===== src/rtl/uart_tx_serializer.sv =====
// Fabric-side UART transmitter: valid/ready byte input, one-entry holding register, 8N1 framing.
// Define UART_TX_PARITY_EN to insert an even-parity bit after the data bits (8E1 framing).
module uart_tx_serializer #(
    parameter int CLK_FREQ_HZ  = 100_000_000,
    parameter int BAUD_RATE    = 115200,
    parameter int CLKS_PER_BIT = (CLK_FREQ_HZ + BAUD_RATE / 2) / BAUD_RATE,
    parameter int STOP_BITS    = 1
) (
    input  logic       clk,
    input  logic       reset_n,
    input  logic [7:0] tx_data,
    input  logic       tx_valid,
    output logic       tx_ready,
    output logic       uart_txd,
    output logic       tx_busy,
    output logic       frame_done
);

    localparam int CNT_W = $clog2(CLKS_PER_BIT);
    localparam logic [CNT_W-1:0] CNT_LAST = CNT_W'(CLKS_PER_BIT - 1);
    localparam logic [2:0] STOP_LAST = 3'(STOP_BITS - 1);

    if (CLKS_PER_BIT < 4) begin : g_cpb_check
        $error("uart_tx_serializer: CLKS_PER_BIT must be at least 4");
    end

    if (STOP_BITS != 1 && STOP_BITS != 2) begin : g_stop_check
        $error("uart_tx_serializer: STOP_BITS must be 1 or 2");
    end

    typedef enum logic [2:0] {
        ST_IDLE,
        ST_START,
        ST_DATA,
`ifdef UART_TX_PARITY_EN
        ST_PARITY,
`endif
        ST_STOP
    } state_t;

    state_t           state;
    state_t           state_nxt;
    logic [CNT_W-1:0] baud_cnt;
    logic [CNT_W-1:0] cnt_nxt;
    logic [2:0]       bit_idx;
    logic [2:0]       idx_nxt;
    logic [7:0]       shift_q;
    logic [7:0]       shift_nxt;
    logic             hold_valid;
    logic             hold_valid_nxt;
    logic [7:0]       hold_data;
    logic [7:0]       hold_data_nxt;
    logic             txd_nxt;
    logic             done_nxt;
    logic             accept;
    logic             load;
    logic             bit_end;
`ifdef UART_TX_PARITY_EN
    logic             par_q;
    logic             par_nxt;
`endif

    assign accept  = tx_valid & tx_ready;
    assign bit_end = (baud_cnt == CNT_LAST);
    assign tx_busy = (state != ST_IDLE) | hold_valid;

    always_ff @(posedge clk or negedge reset_n) begin
        if (!reset_n) begin
            state <= ST_IDLE;
        end else begin
            state <= state_nxt;
        end
    end

    // uart_txd and frame_done are registered from the current state, so they
    // trail the FSM by one cycle and never glitch.
    always_ff @(posedge clk or negedge reset_n) begin
        if (!reset_n) begin
            baud_cnt   <= '0;
            bit_idx    <= '0;
            shift_q    <= '0;
            hold_valid <= 1'b0;
            hold_data  <= '0;
            tx_ready   <= 1'b1;
            uart_txd   <= 1'b1;
            frame_done <= 1'b0;
`ifdef UART_TX_PARITY_EN
            par_q      <= 1'b0;
`endif
        end else begin
            baud_cnt   <= cnt_nxt;
            bit_idx    <= idx_nxt;
            shift_q    <= shift_nxt;
            hold_valid <= hold_valid_nxt;
            hold_data  <= hold_data_nxt;
            tx_ready   <= ~hold_valid_nxt;
            uart_txd   <= txd_nxt;
            frame_done <= done_nxt;
`ifdef UART_TX_PARITY_EN
            par_q      <= par_nxt;
`endif
        end
    end

    always_comb begin
        state_nxt      = state;
        cnt_nxt        = baud_cnt;
        idx_nxt        = bit_idx;
        shift_nxt      = shift_q;
        hold_valid_nxt = hold_valid;
        hold_data_nxt  = hold_data;
        txd_nxt        = 1'b1;
        done_nxt       = 1'b0;
        load           = 1'b0;
`ifdef UART_TX_PARITY_EN
        par_nxt        = par_q;
`endif

        case (state)
            ST_IDLE: begin
                txd_nxt = 1'b1;
                if (hold_valid) begin
                    load      = 1'b1;
                    state_nxt = ST_START;
                    cnt_nxt   = '0;
                end
            end

            ST_START: begin
                txd_nxt = 1'b0;
                if (bit_end) begin
                    state_nxt = ST_DATA;
                    cnt_nxt   = '0;
                    idx_nxt   = '0;
                end else begin
                    cnt_nxt = baud_cnt + CNT_W'(1);
                end
            end

            ST_DATA: begin
                txd_nxt = shift_q[0];
                if (bit_end) begin
                    cnt_nxt   = '0;
                    shift_nxt = {1'b0, shift_q[7:1]};
                    if (bit_idx == 3'd7) begin
                        idx_nxt = '0;
`ifdef UART_TX_PARITY_EN
                        state_nxt = ST_PARITY;
`else
                        state_nxt = ST_STOP;
`endif
                    end else begin
                        idx_nxt = bit_idx + 3'd1;
                    end
                end else begin
                    cnt_nxt = baud_cnt + CNT_W'(1);
                end
            end

`ifdef UART_TX_PARITY_EN
            ST_PARITY: begin
                txd_nxt = par_q;
                if (bit_end) begin
                    state_nxt = ST_STOP;
                    cnt_nxt   = '0;
                    idx_nxt   = '0;
                end else begin
                    cnt_nxt = baud_cnt + CNT_W'(1);
                end
            end
`endif

            ST_STOP: begin
                txd_nxt = 1'b1;
                if (bit_end) begin
                    cnt_nxt = '0;
                    if (bit_idx == STOP_LAST) begin
                        done_nxt = 1'b1;
                        idx_nxt  = '0;
                        // A queued byte starts its start bit straight after the stop bit.
                        if (hold_valid) begin
                            load      = 1'b1;
                            state_nxt = ST_START;
                        end else begin
                            state_nxt = ST_IDLE;
                        end
                    end else begin
                        idx_nxt = bit_idx + 3'd1;
                    end
                end else begin
                    cnt_nxt = baud_cnt + CNT_W'(1);
                end
            end

            default: begin
                state_nxt = ST_IDLE;
                cnt_nxt   = '0;
                idx_nxt   = '0;
            end
        endcase

        if (load) begin
            shift_nxt      = hold_data;
            hold_valid_nxt = 1'b0;
`ifdef UART_TX_PARITY_EN
            par_nxt        = ^hold_data;
`endif
        end

        // Accept after transfer so a same-cycle handshake refills the holding register.
        if (accept) begin
            hold_valid_nxt = 1'b1;
            hold_data_nxt  = tx_data;
        end
    end

endmodule


===== config.mk =====
export PLATFORM = sky130hd
export DESIGN_NAME = uart_tx_serializer
export DESIGN_NICKNAME = d
export VERILOG_FILES = /design/src/rtl/uart_tx_serializer.sv
export SDC_FILE = /design/constraint.sdc
export NUM_CORES = 1
export LEC_CHECK = 0
export BUFFER_PORTS_ARGS = -buffer_cell sky130_fd_sc_hd__buf_2
export CAP_MARGIN = 20
export CORE_MARGIN = 8
export CORE_UTILIZATION = 58
export CTS_CLUSTER_SIZE = 16
export DETAILED_ROUTE_END_ITERATION = 12
export GPL_TIMING_DRIVEN = 0
export PLACE_DENSITY = 0.78
export SLEW_MARGIN = 40
export SYNTH_ARGS = -nofsm -noshare
export SYNTH_HDL_FRONTEND = slang
export SYNTH_SLANG_ARGS = --single-unit

===== constraint.sdc =====
create_clock -name clk -period 2.9 [get_ports clk]
set_clock_uncertainty 0.1 [all_clocks]
set_input_delay 0.29 -clock clk [delete_from_list [all_inputs] [get_ports clk]]
set_output_delay 0.29 -clock clk [all_outputs]
set_load 0.02 [all_outputs]

## After elaboration in Yosys (flattened, before gate mapping)

Index checks and enable logic that the tools add are counted.

| cells by class | value |
|---|---|
| bitwise logic cells | 4 |
| muxes and demuxes | 30 |
| div/mod/pow operators | 0 |
| multipliers | 0 |
| $lt $le $gt $ge | 0 |
| reductions and logical operators | 9 |
| shift-type cells | 0 |
| equal/unequal tests | 11 |
| $add $sub $neg | 2 |

Operators by type and width:

| operator | number |
|---|---|
| 2-to-1 mux 3 bit | 11 |
| 2-to-1 mux 8 bit | 3 |
| case mux 3 bit (4 select lines) | 2 |
| 2-to-1 mux 10 bit | 2 |
| case mux 10 bit (2 select lines) | 1 |
| inequality test 2 bit (second input constant) | 6 |
| adder 10 x 1 -> 10 bit (second input constant) | 1 |
| == test 10 bit (second input constant) | 1 |
| 2-to-1 mux 1 bit | 9 |
| == test 3 x 2 -> 1 bit (second input constant) | 2 |
| zero test 3 bit | 2 |
| AND reduction 6 bit | 1 |
| case mux 1 bit (2 select lines) | 2 |
| AND reduction 4 bit | 1 |
| nonzero test 2 bit | 2 |
| adder 3 x 1 -> 3 bit (second input constant) | 1 |
| == test 3 x 1 -> 1 bit (second input constant) | 1 |
| == test 3 bit (second input constant) | 1 |
| nonzero test 3 bit | 1 |
| OR reduction 3 bit | 1 |
| inverter 1 bit | 2 |
| AND reduction 2 bit | 1 |
| AND 1 bit | 1 |
| OR 1 bit | 1 |

| word-level totals | value |
|---|---|
| memories | 0 |
| latch bits | 0 |
| bits in registers | 36 |
| output and inout port bits | 4 |
| ROM bits | 0 |
| RAM bits | 0 |
| input port bits | 11 |

## Depth between registers and ports, before layout

| depth | value |
|---|---|
| depth in word-level cells | 7 |
| depth in mapped cells | 9 |
| mapped depth without buffers | 8 |

## Worst setup path before layout

OpenSTA, ideal clock, no wires.

| timing path | value |
|---|---|
| path type | register -> register |
| start point | register state[0] |
| end point | register shift_q[0] |
| setup time | 0.126 ns |
| period minus slack after synthesis | 2.043 ns |
| path slack | 0.857 ns |
| buffers on the path | 0 |
| data required time | 2.674 ns |
| arrival | 1.817 ns |
| stages on the path, launching flop included | 7 |
| cell sequence | dfrtp_1 -> inv_1 -> ha_1 -> or4b_4 -> nor3_4 -> mux2i_1 -> a21oi_1 |

| on the way | value |
|---|---|
| cells in the longest elaborated chain, start to end | 4 |
| elaborated cells on any way between the ends | 8 |
| classes of those cells | 2 x eq/ne; 2 x mux; 4 x reduce/logical |

Ends and longest elaborated chain:

| item | RTL line | RTL |
|---|---|---|
| from (decl) | 41 | `state_t state;` |
| from (signal assigned) | 71 | `state <= state_nxt;` |
| == test 3 x 2 -> 1 bit / zero test 3 bit (equally long branches) | 119 | `case (state)` |
| case mux 1 bit (2 select lines) | 119 |  |
| nonzero test 2 bit (no line) | n/a |  |
| AND reduction 2 bit (no line) | n/a |  |
| to (signal assigned) | 93 | `shift_q <= shift_nxt;` |
| to (decl) | 47 | `logic [7:0] shift_q;` |

Parallel ways exist; a longest one is shown, timed or not.
A chain may end at the register's enable or synchronous reset.

## Final worst setup path

| timing path | value |
|---|---|
| start point | register state[0] |
| end point | output port tx_busy |

| on the way | value |
|---|---|
| cells in the longest elaborated chain, start to end | 2 |

Ends and longest elaborated chain:

| item | RTL line | RTL |
|---|---|---|
| nonzero test 3 bit | 65 | `assign tx_busy = (state != ST_IDLE) \| hold_valid;` |
| OR 1 bit | 65 |  |
| to (decl) | 15 | `output logic tx_busy,` |

No other way between the ends.

==> flow_summary.json <==
{
  "status": "completed",
  "synth-seq-cells": 35,
  "fmax_mhz": 397.1,
  "area_delta_synth_final_pct": 10.88,
  "grt_max_degree": 36,
  "die_area_mm2": 0.005077,
  "setup_violations": 0,
  "clock_sinks": 35,
  "wl_per_cell_um": 15.05,
  "numCtsBuffers": 5,
  "crit_required_ps": 2510,
  "drc": 0,
  "worstSkewPairLatency_ps": 330,
  "gr-usage-met2_pct": 22.86,
  "dp.final_hpwl_um": 2483,
  "n_antenna_cell": 0,
  "grt_pass1_vias": 1290,
  "clockRootBuffer": "clkbuf_4",
  "grt_overflow_total": 0,
  "relSlewSlack_pct": 55.67,
  "firstDrtPassIters": 4,
  "placed_cells": 211,
  "min_period_ps": 2518,
  "worst_setup_path_end_kind": "output pin",
  "grt_pass1_wl_um": 5692,
  "finalSetupTns_ps": 0,
  "nets": 205,
  "yosysWarnings": 0,
  "core-area_mm2": 0.002978,
  "async_flop_share_pct": 100.0,
  "dr.first_iter.drc_count": 55,
  "vias": 1272,
  "hold_viol_final": 0,
  "cp.arrival_ps": 2130,
  "cp_max_fo": 10,
  "min_path_type": "in -> reg",
  "hold_ws_ps": 69.82,
  "slew_violations": 0,
  "antenna_found_initial": 0,
  "syn_area_mm2": 0.001770,
  "synth_ff_type": "dfrtp_1",
  "ir_drop_uv": 498.7,
  "syn_avg_cell_area_um2": 10.80,
  "critPathKind": "reg -> out",
  "htree_num_levels": 2,
  "die_y_um": 71.25,
  "finalNonFillerCells": 220,
  "drt_wl_total_um": 3311,
  "power_density_mw_per_mm2": 462.5,
  "leakage_uw": 0.0008919,
  "yosysSeqAreaShare_pct": 49.61,
  "synth-edff-count": 0,
  "dieWidth_um": 71.25,
  "tightest_slew_ps": 659.4,
  "grtUsageMet3_pct": 4.603,
  "initial_core_util_pct": 59.45,
  "io_buffers": 14,
  "critPathLaunchType": "register",
  "rows": 20,
  "drv_cap": 0,
  "via_per_inst": 5.782,
  "syn-num-nets": 183,
  "grt.total_usage_pct": 14.13,
  "grt.busiest_layer": "met2",
  "drive_gt1_share_pct": 20.86,
  "cts_resized": 0,
  "io_pins": 15,
  "clk_path_buf_depth": 2,
  "place.gp.congestion": 0.8295,
  "fin_crit_sh_pct": 86.83,
  "synth.distinct_cells": 40,
  "clk_pin_slew_ps": 100,
  "cts_setup_buffers": 0,
  "netlist_instances": 164,
  "use_met1_pct": 16.51,
  "drtAntennaViolNets": 0,
  "rsz0062_at_grt": "no",
  "cts_tree": "done"
}
## worst max-delay path: stages (launching register included)
cell and delay (ps):
dfrtp_1 410, inv_1 110, ha_1 160, clkbuf_1 440, inv_2 90, nor2_1 270
inv_2 130, buf_2 180
## cell usage in the layout (no fill, tap or decap), types with 3 or more instances in the layout
| cell type | netlist | final |
|---|---|---|
| dfrtp_1 | 33 | 33 |
| buf_2 | 2 | 15 |
| nand2_1 | 14 | 14 |
| nor2_1 | 11 | 11 |
| o21ai_1 | 11 | 11 |
| mux2i_1 | 9 | 9 |
| mux2_1 | 9 | 9 |
| a21oi_1 | 9 | 9 |
| ha_1 | 8 | 8 |
| inv_1 | 7 | 7 |
| nand3b_1 | 5 | 5 |
| clkbuf_4 | 0 | 5 |
| o21ai_0 | 4 | 4 |
| and2_1 | 3 | 3 |
| and3_1 | 3 | 3 |
| nand3_1 | 3 | 3 |
## area by class of cell
type / instances / area (um2)
Multi-Input combinational cell: 117 / 844.6
Sequential cell: 35 / 878.3
Clock buffer: 8 / 68.82
Tap cell: 33 / 41.29
Buffer: 3 / 13.76
Fill cell: 254 / 1015
Inverter: 9 / 33.78
Timing Repair Buffer: 15 / 82.58
## cells in the mapped netlist, drive strengths merged, types with 4 or more instances
| library cell | instances | share of area (%) |
|---|---|---|
| a21oi | 10 | 3.5 |
| inv | 9 | 1.9 |
| mux2 | 9 | 5.7 |
| nand3 | 4 | 1.4 |
| nand3b | 5 | 2.1 |
| nor2 | 11 | 2.3 |
| o21ai | 16 | 4.7 |
| mux2i | 9 | 5.1 |
| dfrtp | 33 | 47 |
| ha | 8 | 5.7 |
| nand2 | 15 | 3.3 |
## report_power, final
group / total [uW] / internal (uW) / switching (uW)
Clock: 295 / 143 / 152
Sequential: 555 / 532 / 23.3
Combinational: 58.1 / 31.3 / 26.8
Total: 908 / 706 / 202
## worst paths after layout
path | start | end | slack (ps) | cells past startpoint
setup / recovery | state[0] | tx_busy | 380 | 7
hold / removal | tx_data[3] | hold_data[3] | 70 | 2
setup reg to reg | state[0] | shift_q[1] | 620 | 6
hold reg to reg | baud_cnt[9] | baud_cnt[9] | 390 | 1
max in group asynchronous | reset_n | tx_ready | 2010 | 2
min in group asynchronous | reset_n | bit_idx[2] | 320 | 2
## per-stage QoR
step                      setup WS, ps  utilization [%]  instance area, um2  power [uW]
final                            381.8            65.92                1963       907.9
after global routing             225.1            65.92                1963       949.2
after CTS                        408.1            65.84                1961       918.3
after detailed placement         618.8            63.19                1882       623.6
after global placement           683.4            63.19                1882       615.7
after floorplan                  857.1                -                1770       593.4
## what timing repair did
item / in CTS / in global routing
setup endpoints to repair: 0 / 0
hold endpoints to repair: 33 / 0
hold buffers: 1 / 0
## cell families after synthesis
group | share of synthesized area, %
multiplexers | 10.81
AO/OA/AOI/OAI | 12.72
buffers and inverters | 2.686
adder cells (fa/ha/maj) | 5.654
AND/OR/NAND/NOR | 18.52
flip-flops | 49.61
## metal layers
| metal | up-vias | routed length, um |
|---|---|---|
| met5 | - | 0 |
| met4 | 0 | 54 |
| met3 | 6 | 112 |
| met2 | 25 | 1623 |
| met1 | 617 | 1521 |
| li1 | 624 | - |
## state kept, by name, indices dropped and copies added (netlist names), 2 cells and up
register / count
hold_data: 8
bit_idx: 3
shift_q: 8
baud_cnt: 10
state: 2
(Power assumes the default switching activity.)
